**src/rtl/rddata_collector_pkg.sv**
```systemverilog
// Shared definitions for the DFI read-data collector: beat/burst widths,
// FSM state encoding and tag encoding of the outstanding-read queue.
package rddata_collector_pkg;

   // Beat-assembly state: waiting for the low (first) or high (second) beat.
   typedef enum logic [0:0] {
      EXP_LO = 1'b0,
      EXP_HI = 1'b1
   } rdc_state_e;

   // Tag values stored per issued read.
   localparam logic TAG_HOST = 1'b0;
   localparam logic TAG_PR   = 1'b1;

   // One DFI beat carries four DRAM data transfers.
   function automatic int unsigned beat_width(input int unsigned dq);
      return 32'd4 * dq;
   endfunction

   // One burst word is two beats.
   function automatic int unsigned burst_width(input int unsigned dq);
      return 32'd8 * dq;
   endfunction

endpackage

```
**src/rtl/rddata_collector_tag_fifo.sv**
```systemverilog
// rdc_tag_fifo: DEPTH x 1-bit synchronous FIFO holding the tags of issued
// reads in order. A push is accepted when not full, or when full together
// with a pop (the pop frees the slot). Pops on an empty FIFO are ignored.
// DEPTH must be a power of two so the pointers wrap naturally.
module rdc_tag_fifo #(
   parameter int unsigned DEPTH = 8
) (
   input  logic                     clk,
   input  logic                     rst_n,
   input  logic                     push_i,
   input  logic                     push_data_i,
   input  logic                     pop_i,
   output logic                     pop_data_o,
   output logic [$clog2(DEPTH):0]   count_o,
   output logic                     full_o,
   output logic                     empty_o
);

   localparam int unsigned PW = $clog2(DEPTH);
   localparam logic [PW:0] CNT_FULL = (PW + 1)'(DEPTH);

   logic [DEPTH-1:0] mem_q;
   logic [PW-1:0]    wptr_q;
   logic [PW-1:0]    rptr_q;
   logic [PW:0]      count_q;
   logic             full_s;
   logic             empty_s;
   logic             pop_ok_s;
   logic             push_ok_s;

   assign full_s    = (count_q == CNT_FULL);
   assign empty_s   = (count_q == '0);
   assign pop_ok_s  = pop_i & ~empty_s;
   assign push_ok_s = push_i & (~full_s | pop_ok_s);

   assign pop_data_o = mem_q[rptr_q];
   assign count_o    = count_q;
   assign full_o     = full_s;
   assign empty_o    = empty_s;

   // Storage, pointers and occupancy count.
   always_ff @(posedge clk or negedge rst_n) begin
      if (!rst_n) begin
         mem_q   <= '0;
         wptr_q  <= '0;
         rptr_q  <= '0;
         count_q <= '0;
      end else begin
         if (push_ok_s) begin
            mem_q[wptr_q] <= push_data_i;
            wptr_q        <= wptr_q + 1'b1;
         end
         if (pop_ok_s) begin
            rptr_q <= rptr_q + 1'b1;
         end
         case ({push_ok_s, pop_ok_s})
            2'b10:   count_q <= count_q + 1'b1;
            2'b01:   count_q <= count_q - 1'b1;
            default: count_q <= count_q;
         endcase
      end
   end

endmodule

```
**src/rtl/rddata_collector.sv**
```systemverilog
// rddata_collector: assembles pairs of DFI read beats into burst words,
// matches each burst to the oldest issued-read tag, drops periodic-read
// bursts (pulsing pr_rd_done) and queues host bursts in a 2-entry output
// buffer towards the host read-back FIFO.
// Optional feature macro: RDDATA_COLLECTOR_STATS_EN adds saturating
// per-kind burst counters (stat_host_bursts, stat_pr_bursts).
module rddata_collector
   import rddata_collector_pkg::*;
#(
   parameter int unsigned DQ_WIDTH  = 64,
   parameter int unsigned TAG_DEPTH = 8
) (
   input  logic                                 clk,
   input  logic                                 rst_n,
   input  logic                                 rd_issue,
   input  logic                                 rd_issue_periodic,
   input  logic                                 dfi_rddata_valid,
   input  logic [beat_width(DQ_WIDTH)-1:0]      dfi_rddata,
   output logic                                 rdback_valid,
   output logic [burst_width(DQ_WIDTH)-1:0]     rdback_data,
   input  logic                                 rdback_ready,
   output logic                                 pr_rd_done,
   output logic [$clog2(TAG_DEPTH):0]           outstanding,
   input  logic                                 err_clr,
   output logic                                 err_tag_ovf,
   output logic                                 err_orphan,
   output logic                                 err_rdback_ovf
`ifdef RDDATA_COLLECTOR_STATS_EN
   ,
   output logic [15:0]                          stat_host_bursts,
   output logic [15:0]                          stat_pr_bursts
`endif
);

   localparam int unsigned BEAT_W = beat_width(DQ_WIDTH);
   localparam int unsigned WORD_W = burst_width(DQ_WIDTH);

   rdc_state_e          state_q;
   logic [BEAT_W-1:0]   lo_q;
   logic                pr_done_q;
   logic                err_tag_ovf_q;
   logic                err_orphan_q;
   logic                err_rdback_ovf_q;
   logic [WORD_W-1:0]   head_q, head_d;
   logic [WORD_W-1:0]   tail_q, tail_d;
   logic                v0_q, v0_d;
   logic                v1_q, v1_d;

   logic                tag_head_s;
   logic                tag_full_s;
   logic                tag_empty_s;
   logic                complete_s;
   logic                orphan_s;
   logic                tag_ovf_s;
   logic                host_done_s;
   logic                pr_done_s;
   logic                rb_pop_s;
   logic                rb_ovf_s;
   logic [WORD_W-1:0]   word_s;

   // A burst completes on the second beat; that same cycle retires its tag.
   assign complete_s  = dfi_rddata_valid & (state_q == EXP_HI);
   assign orphan_s    = dfi_rddata_valid & (state_q == EXP_LO) & tag_empty_s;
   assign tag_ovf_s   = rd_issue & tag_full_s & ~complete_s;
   assign host_done_s = complete_s & (tag_head_s == TAG_HOST);
   assign pr_done_s   = complete_s & (tag_head_s == TAG_PR);
   assign rb_pop_s    = v0_q & rdback_ready;
   assign word_s      = {dfi_rddata, lo_q};

   rdc_tag_fifo #(.DEPTH(TAG_DEPTH)) u_tag_fifo (
      .clk         (clk),
      .rst_n       (rst_n),
      .push_i      (rd_issue),
      .push_data_i (rd_issue_periodic),
      .pop_i       (complete_s),
      .pop_data_o  (tag_head_s),
      .count_o     (outstanding),
      .full_o      (tag_full_s),
      .empty_o     (tag_empty_s)
   );

   // Beat-assembly FSM: capture beat0 when a tag is waiting, finish on beat1.
   always_ff @(posedge clk or negedge rst_n) begin
      if (!rst_n) begin
         state_q <= EXP_LO;
         lo_q    <= '0;
      end else begin
         case (state_q)
            EXP_LO: begin
               if (dfi_rddata_valid && !tag_empty_s) begin
                  lo_q    <= dfi_rddata;
                  state_q <= EXP_HI;
               end
            end
            EXP_HI: begin
               if (dfi_rddata_valid) begin
                  state_q <= EXP_LO;
               end
            end
            default: state_q <= EXP_LO;
         endcase
      end
   end

   // Output buffer next state: pop shifts the tail forward, then a new word
   // lands in the first free slot; no free slot means the word is lost.
   always_comb begin
      head_d   = rb_pop_s ? tail_q : head_q;
      v0_d     = rb_pop_s ? v1_q   : v0_q;
      v1_d     = rb_pop_s ? 1'b0   : v1_q;
      tail_d   = tail_q;
      rb_ovf_s = 1'b0;
      if (host_done_s) begin
         if (!v0_d) begin
            head_d = word_s;
            v0_d   = 1'b1;
         end else if (!v1_d) begin
            tail_d = word_s;
            v1_d   = 1'b1;
         end else begin
            rb_ovf_s = 1'b1;
         end
      end else begin
         rb_ovf_s = 1'b0;
      end
   end

   // Output buffer registers.
   always_ff @(posedge clk or negedge rst_n) begin
      if (!rst_n) begin
         head_q <= '0;
         tail_q <= '0;
         v0_q   <= 1'b0;
         v1_q   <= 1'b0;
      end else begin
         head_q <= head_d;
         tail_q <= tail_d;
         v0_q   <= v0_d;
         v1_q   <= v1_d;
      end
   end

   // Completion pulse and sticky error flags; a new event beats err_clr.
   always_ff @(posedge clk or negedge rst_n) begin
      if (!rst_n) begin
         pr_done_q        <= 1'b0;
         err_tag_ovf_q    <= 1'b0;
         err_orphan_q     <= 1'b0;
         err_rdback_ovf_q <= 1'b0;
      end else begin
         pr_done_q        <= pr_done_s;
         err_tag_ovf_q    <= tag_ovf_s | (err_tag_ovf_q & ~err_clr);
         err_orphan_q     <= orphan_s  | (err_orphan_q & ~err_clr);
         err_rdback_ovf_q <= rb_ovf_s  | (err_rdback_ovf_q & ~err_clr);
      end
   end

   assign rdback_valid   = v0_q;
   assign rdback_data    = head_q;
   assign pr_rd_done     = pr_done_q;
   assign err_tag_ovf    = err_tag_ovf_q;
   assign err_orphan     = err_orphan_q;
   assign err_rdback_ovf = err_rdback_ovf_q;

`ifdef RDDATA_COLLECTOR_STATS_EN
   logic [15:0] stat_host_q;
   logic [15:0] stat_pr_q;

   // Saturating completed-burst counters, cleared together with the flags.
   always_ff @(posedge clk or negedge rst_n) begin
      if (!rst_n) begin
         stat_host_q <= 16'd0;
         stat_pr_q   <= 16'd0;
      end else if (err_clr) begin
         stat_host_q <= 16'd0;
         stat_pr_q   <= 16'd0;
      end else begin
         if (host_done_s && (stat_host_q != 16'hFFFF)) begin
            stat_host_q <= stat_host_q + 16'd1;
         end
         if (pr_done_s && (stat_pr_q != 16'hFFFF)) begin
            stat_pr_q <= stat_pr_q + 16'd1;
         end
      end
   end

   assign stat_host_bursts = stat_host_q;
   assign stat_pr_bursts   = stat_pr_q;
`endif

endmodule
```
**config.mk**
```make
export PLATFORM = sky130hd
export DESIGN_NAME = rddata_collector
export DESIGN_NICKNAME = d
export VERILOG_FILES = /design/src/rtl/rddata_collector_pkg.sv /design/src/rtl/rddata_collector_tag_fifo.sv /design/src/rtl/rddata_collector.sv
export SDC_FILE = /design/constraint.sdc
export NUM_CORES = 2
export LEC_CHECK = 0
export ABC_AREA = 0
export CORE_AREA = 4 4 322 324
export CTS_CLUSTER_DIAMETER = 120
export CTS_CLUSTER_SIZE = 12
export DETAILED_ROUTE_END_ITERATION = 6
export DIE_AREA = 0 0 326 328
export PLACE_DENSITY_LB_ADDON = 0.2
export SLEW_MARGIN = 20
export SYNTH_ARGS = -nofsm -noshare
export SYNTH_HDL_FRONTEND = slang
export SYNTH_SLANG_ARGS = --single-unit
```
**constraint.sdc**
```tcl
create_clock -name clk -period 3.1 [get_ports clk]
set_clock_uncertainty 0.05 [all_clocks]
set_input_delay 0.465 -clock clk [delete_from_list [all_inputs] [get_ports clk]]
set_output_delay 0.465 -clock clk [all_outputs]
set_load 0.02 [all_outputs]
```
Word-level counts from Yosys, hierarchy flattened
Index checks and enable logic that the tools add are counted.

Bitwise gates (word level): 24. Magnitude comparators: 3. Equal/unequal tests: 3. Mux-type cells: 20. $add $sub $neg: 4. Reductions and logical operators: 7.

Operators with widths (number): 512-bit two-way mux (3); 1-bit bitwise AND (13); 1-bit two-way mux (12); 8-bit bitwise mux (1); 3-bit by 4-bit < comparator with 1-bit output (second input constant) (2); 4-bit case mux with 2 select lines (1); 1-bit inverter (7); 3-bit by 1-bit adder with 3-bit output (second input constant) (2); 4-bit by 1-bit adder with 4-bit output (second input constant) (1); 4-bit equality test (second input constant) (1); 4-bit zero test (1); 1-bit bitwise OR (4); 4-bit by 1-bit subtractor with 4-bit output (second input constant) (1); 1-bit binary-select mux with 3-bit select (1); 1-bit demux with 3-bit select (1); 3-bit by 1-bit >= comparator with 1-bit output (second input constant) (1); 3-bit AND reduction (1); 2-bit by 1-bit equality test with 1-bit output (second input constant) (1); 2-bit equality test (second input constant) (1); 1-bit logical AND (2); 1-bit case mux with 2 select lines (1); 2-bit AND reduction (1); 2-bit nonzero test (1); 1-bit zero test (1).

Output and inout port bits: 521. Flip-flop bits (word level): 1305.

Depth between registers and ports, before layout
Word-level depth: 7. Gate-level depth with buffers: 10.

Hierarchy
A second synthesis with hierarchy kept.

Cell total of the unflattened synthesis: 3392. Area total of the unflattened synthesis: 58910.2 sq um.

Modules (own cells, without submodules): rddata_collector (times used 1, area an instance 57881.8 sq um, cells an instance 3302, seq. area each 32205.9 sq um); rdc_tag_fifo (times used 1, area an instance 1028.5 sq um, cells an instance 90, seq. area each 450.4 sq um).

Worst setup path before layout
OpenSTA, ideal clock, no wires.

Path type: reg2reg. Start point: register u_tag_fifo.count_q[2], in the netlist u_tag_fifo.count_o[2]. End point: register u_tag_fifo.count_q[2], in the netlist u_tag_fifo.count_o[2]. Cell stages (with the launch flop): 11. Clock period less this slack: 2.437 ns. Setup slack: 0.663 ns. Required time: 2.916 ns. Arrival: 2.253 ns. Cell sequence: dfrtp_1 > or3_1 > nor2_1 > nor2_1 > ha_1 > xor2_1 > ha_1 > a21oi_1 > xor2_1 > nor2_1 > xor2_1.

Longest elaborated chain between the ends: 7. Elaborated cells between the ends (all ways): 13. Classes of those cells: add/sub (2); eq/ne (3); mux (1); bitwise (5); reduce/logical (2).

RTL lines: start: declaration (RTL line rddata_collector_tag_fifo.sv:25) `logic [PW:0] count_q;`; start signal: assignment (RTL line rddata_collector_tag_fifo.sv:57) `2'b10: count_q <= count_q + 1'b1;`; start signal: assignment (RTL line rddata_collector_tag_fifo.sv:58) `2'b01: count_q <= count_q - 1'b1;`; start signal: assignment (RTL line rddata_collector_tag_fifo.sv:59) `default: count_q <= count_q;`; 4-bit zero test (*) (RTL line rddata_collector_tag_fifo.sv:32) `assign empty_s = (count_q == '0);`; 1-bit inverter (*) (RTL line rddata_collector_tag_fifo.sv:33) `assign pop_ok_s = pop_i & ~empty_s;`; 1-bit bitwise AND (*) (RTL line rddata_collector_tag_fifo.sv:33); named net u_tag_fifo.pop_ok_s (RTL line rddata_collector_tag_fifo.sv:28) `logic pop_ok_s;`; 1-bit bitwise OR (RTL line rddata_collector_tag_fifo.sv:34) `assign push_ok_s = push_i & (~full_s | pop_ok_s);`; 1-bit bitwise AND (RTL line rddata_collector_tag_fifo.sv:34); 2-bit by 1-bit equality test with 1-bit output or 2-bit equality test (tied branches) (RTL line rddata_collector_tag_fifo.sv:56) `case ({push_ok_s, pop_ok_s})`; 4-bit case mux with 2 select lines or 2-bit nonzero test (tied branches).

Mark *: on every way through the listed nets, which the timed path passes. The rest lies on a longest branch. A chain may end at the register's enable or synchronous reset.

Final worst setup path
Start point: register u_tag_fifo.rptr_q[0]. End point: register tail_q[356].

Longest elaborated chain between the ends: 5.

RTL lines: start: declaration (RTL line rddata_collector_tag_fifo.sv:24) `logic [PW-1:0] rptr_q;`; start signal: assignment (RTL line rddata_collector_tag_fifo.sv:54) `rptr_q <= rptr_q + 1'b1;`; 1-bit binary-select mux with 3-bit select (RTL line rddata_collector_tag_fifo.sv:36) `assign pop_data_o = mem_q[rptr_q];`; 1-bit two-way mux (implied by the code) (RTL line rddata_collector_tag_fifo.sv:36); 1-bit inverter (RTL line rddata_collector.sv:65) `assign host_done_s = complete_s & (tag_head_s == TAG_HOST);`; 1-bit bitwise AND (RTL line rddata_collector.sv:65); 3-bit AND reduction (no source line); end signal: assignment (RTL line rddata_collector.sv:137) `tail_q <= tail_d;`; end: declaration (RTL line rddata_collector.sv:45) `logic [WORD_W-1:0] tail_q, tail_d;`.

Every way passes these cells. The select of a mux whose other input is x is not followed.

==> run summary <==
Clocking
* **clock tree from TritonCTS** built
* **clk sink count** 1305
* **Post CTS Setup Buffer Count** 0
* **TritonCTS buffer count** 118
* **CTS H-Tree Depth** 3
* **clock network latency to the later pin of the worst-skew pair** 0.69 ns
* **count of hold buffers inserted by post-cts repair** 1
* **post_cts resized** 0
* **largest buffer count on any clock path** 3
* **clock transition at the registers of the reported paths** 0.06 ns
* **root buf cell** clkbuf_16

Power
* **leakage power** 30.1 nW
* **combinational group share of total power** 40.7%
* **part of the total power dissipated in sequential elements** 41.9%
* **Power Internal** 46.8 mW
* **share of total power consumed by net switching** 36.2%
* **switching power summed over all nets** 26.5 mW
* **clock network fraction of total power** 17.4%
* **total power density per cell area** 1090 nW/um2
* **Max VDD drop** 586 uV

Setup path
* **Crit Path Class** reg -> reg
* **number of stages on the worst setup path** 7
* **critical-path cell with the highest stage delay** dfrtp_1
* **launch point of the worst path** u_tag_fifo.rptr_q[0]
* **CP Launch Type** flip-flop
* **crit path capture type** flip-flop
* **most common cell type on the critical path** buf_12
* **worst-case register-to-register setup slack** 0.43 ns
* **Reg-to-Reg End** tail_q[356]
* **category of cells accounting for the largest share of critical-path delay** multiplexers
* **Buffers & Inverters on Critical Path** 2
* **Largest stage delay, worst path** 0.52 ns
* **number of cell instances on the worst register-to-register path** 7
* **Worst Path Required** 3.63 ns
* **startpoint of the worst register-to-register path** u_tag_fifo.rptr_q[0]
* **Critical Path, Cell by Cell** mux2i_1, nand3b_1, a31oi_4, and3_4, buf_12, buf_12, mux2_4
* **worst endpoint data arrival time** 3.20 ns
* **Critical Path End** tail_q[356]
* **Max Fanout on Critical Path** 33

Run
* **total of max-cap violations** 0

Yosys
* **number of synthesized register bits** 1305
* **Synthesized Nets** 4799
* **post-synth design cell area** 54900 um2
* **synth warn** 0
* **syn_area_per_cell** 12.1 um2
* **part of the Yosys area used for sequential elements** 59.4%
* **number of cells produced by synthesis** 4531
* **count of distinct cell types in the synthesized netlist** 40

Placed design
* **number of buffers added on ports** 783
* **Detail Placement HPWL** 98500 um
* **routability cong.** 0.834
* **post-placement setup slack** 0.236 ns

STA
* **count of final max-slew check failures** 0
* **smallest setup slack after layout** 0.426 ns
* **setup TNS** 0 ns
* **normalized max-slew margin** 59.1%
* **achievable clock frequency** 374 MHz
* **post-route minimum period** 2.67 ns
* **pin slew with the least headroom to its limit** 0.614 ns
* **Setup Viol. Count Final** 0
* **final cycle utilization of the critical path** 86.3%
* **unrepaired setup endpoints after global routing** no
* **total count of hold-check failures in the final report** 0

Floorplan
* **site row count** 117
* **starting density of the core** 54.3%
* **Core Box Area** 101000 um2
* **overall die width** 326 um
* **die span in y** 328 um
* **number of placed I/O pins** 784
* **overall die area** 107000 um2

Routing
* **post-detailed-route wirelength per cell** 22.0 um
* **DR iter-0 viols** 2925
* **post-DR vias/cell** 5.63
* **Pre-antenna DRT Iters** 5
* **remaining design rule violation count** 0
* **total wire length** 146000 um
* **vias** 37400
* **number of routed nets with antenna violations** 0

Finish
* **most frequent standard cell in the layout excluding fill and tap cells** dfrtp_1
* **highest-count cells in the layout ignoring fill and taps** 1305 x dfrtp_1, 1033 x nand2_1, 782 x clkdlybuf4s50_1, 519 x nor2_1, 513 x a31oi_1
* **number of nets in the layout** 5523
* **fraction of final layout cells with drive strength greater than 1** 14.4%
* **layout filler cell count** 7525
* **layout overhead on the synthesized area** 22.4%

Global routing
* **pin count of the biggest net entering global routing** 114
* **via count of the first global-routing pass** 38200
* **overall global routing resource usage** 26.9%
* **wire length of the first global-routing pass** 227000 um
* **antenna violations before repair** 15
* **grt total ovfl** 0

Status
* **status** finished, final reports clean

Worst hold path
* **worst min-delay path class** in -> async

[Yosys cell counts, drive strengths merged]
| cell | count | area [um2] |
|---|---|---|
| dfrtp | 1305 | 32700 |
| nand2 | 1034 | 3880 |
| mux2 | 778 | 10600 |
| nor2 | 520 | 1950 |
| a31oi | 514 | 3230 |
| clkbuf | 164 | 616 |
| buf | 153 | 1580 |
| inv | 6 | 22.5 |
| ha | 5 | 62.6 |
| xnor2 | 5 | 43.8 |
| xor2 | 5 | 43.8 |
| a21oi | 4 | 20.0 |
| mux2i | 4 | 40.0 |
| nand3 | 4 | 20.0 |
| nor2b | 4 | 25.0 |
| nand2b | 3 | 18.8 |
| nand3b | 3 | 22.5 |
| o21ai | 3 | 15.0 |
| nand4 | 2 | 12.5 |
| nor3b | 2 | 15.0 |
| o32ai | 2 | 17.5 |
| a21bo | 1 | 10.0 |
| a21o | 1 | 7.51 |
| a22oi | 1 | 12.5 |
| a31o | 1 | 8.76 |
| and2 | 1 | 6.26 |
| and3 | 1 | 11.3 |
| nor3 | 1 | 5.00 |
| nor4 | 1 | 6.26 |
| o21a | 1 | 7.51 |
| o32a | 1 | 10.0 |
| or3 | 1 | 6.26 |
[kinds of logic (layout without fill, tap and decap cells)]
kind of cell    after synthesis  count (layout)  share of synthesized area [%]
compound gates              529             529                           6.08
xor+xnor                     10              10                          0.159
fa+ha+maj                     5               5                          0.114
buf+inv                     323            1052                           4.04
flops                      1305            1305                           59.4
mux                         782             782                           19.3
other cells                   0              10                              0
simple gates               1577            1577                           10.9
[registers in the layout, summed over array words and instances (netlist names)]
signal / count
u_tag_fifo.count_o: 4
u_tag_fifo.mem_q: 8
pr_rd_done: 1
err_rdback_ovf: 1
err_orphan: 1
tail_q: 512
v1_q: 1
state_q: 1
rdback_data: 512
u_tag_fifo.wptr_q: 3
rdback_valid: 1
u_tag_fifo.rptr_q: 3
err_tag_ovf: 1
lo_q: 256
[area by class of cell]
cell class,count,area [um2],area share (%)
antenna,10,25.0,0.0372
clock buffer,120,3000,4.46
clock inverter,5,47.5,0.0707
inverter,6,22.5,0.0335
multi-input combinational,2903,20100,29.9
sequential,1305,32700,48.5
tap,1368,1710,2.54
timing repair buffer,921,9710,14.4
[layer usage]
metal  part of all wire [%]  GRT usage [%]  wire length, um  up-vias
li1                       -              -                -    16800
met1                     41           35.3            60100    19200
met2                     48           43.3            69700     1144
met3                    6.3           5.62             9240      293
met4                    4.8           12.4             7000        4
met5                  0.017              0               25        -
[metrics by stage]
step / hold WS (ns) / instances / util, % / cell area (um2) / power (mW)
3_5_place_dp: 0.396 / 6502 / 63.5 / 64200 / 60.6
6_report: 0.313 / 6638 / 66.5 / 67300 / 73.4
2_1_floorplan: 0.119 / 4531 / - / 54900 / 47.2
5_1_grt: 0.337 / 6635 / 66.5 / 67300 / 77.3
3_3_place_gp: 0.389 / 6502 / 63.5 / 64200 / 59.7
4_1_cts: 0.298 / 6628 / 66.5 / 67200 / 73.8
[power groups by stage]
stage	combinational, mW	clock (mW)	sequential, mW
after floorplan	13.9	0	33.3
after global placement	29.2	0	30.5
after detailed placement	30.0	0	30.6
after CTS	30.1	13.0	30.6
after global routing	32.0	13.7	31.6
final	29.8	12.8	30.8
[worst min path at each step]
stage | from | end | slack [ns] | cells after the start
finish | rst_n | rdback_data[360] | 0.31 | 2
global route | rst_n | rdback_data[359] | 0.34 | 2
CTS | rst_n | rdback_data[360] | 0.30 | 2
detailed placement | rst_n | rdback_data[360] | 0.40 | 1
global placement | rst_n | rdback_data[360] | 0.39 | 1
floorplan | rst_n | err_orphan | 0.12 | 0
Power figures use the tool's default switching activity.
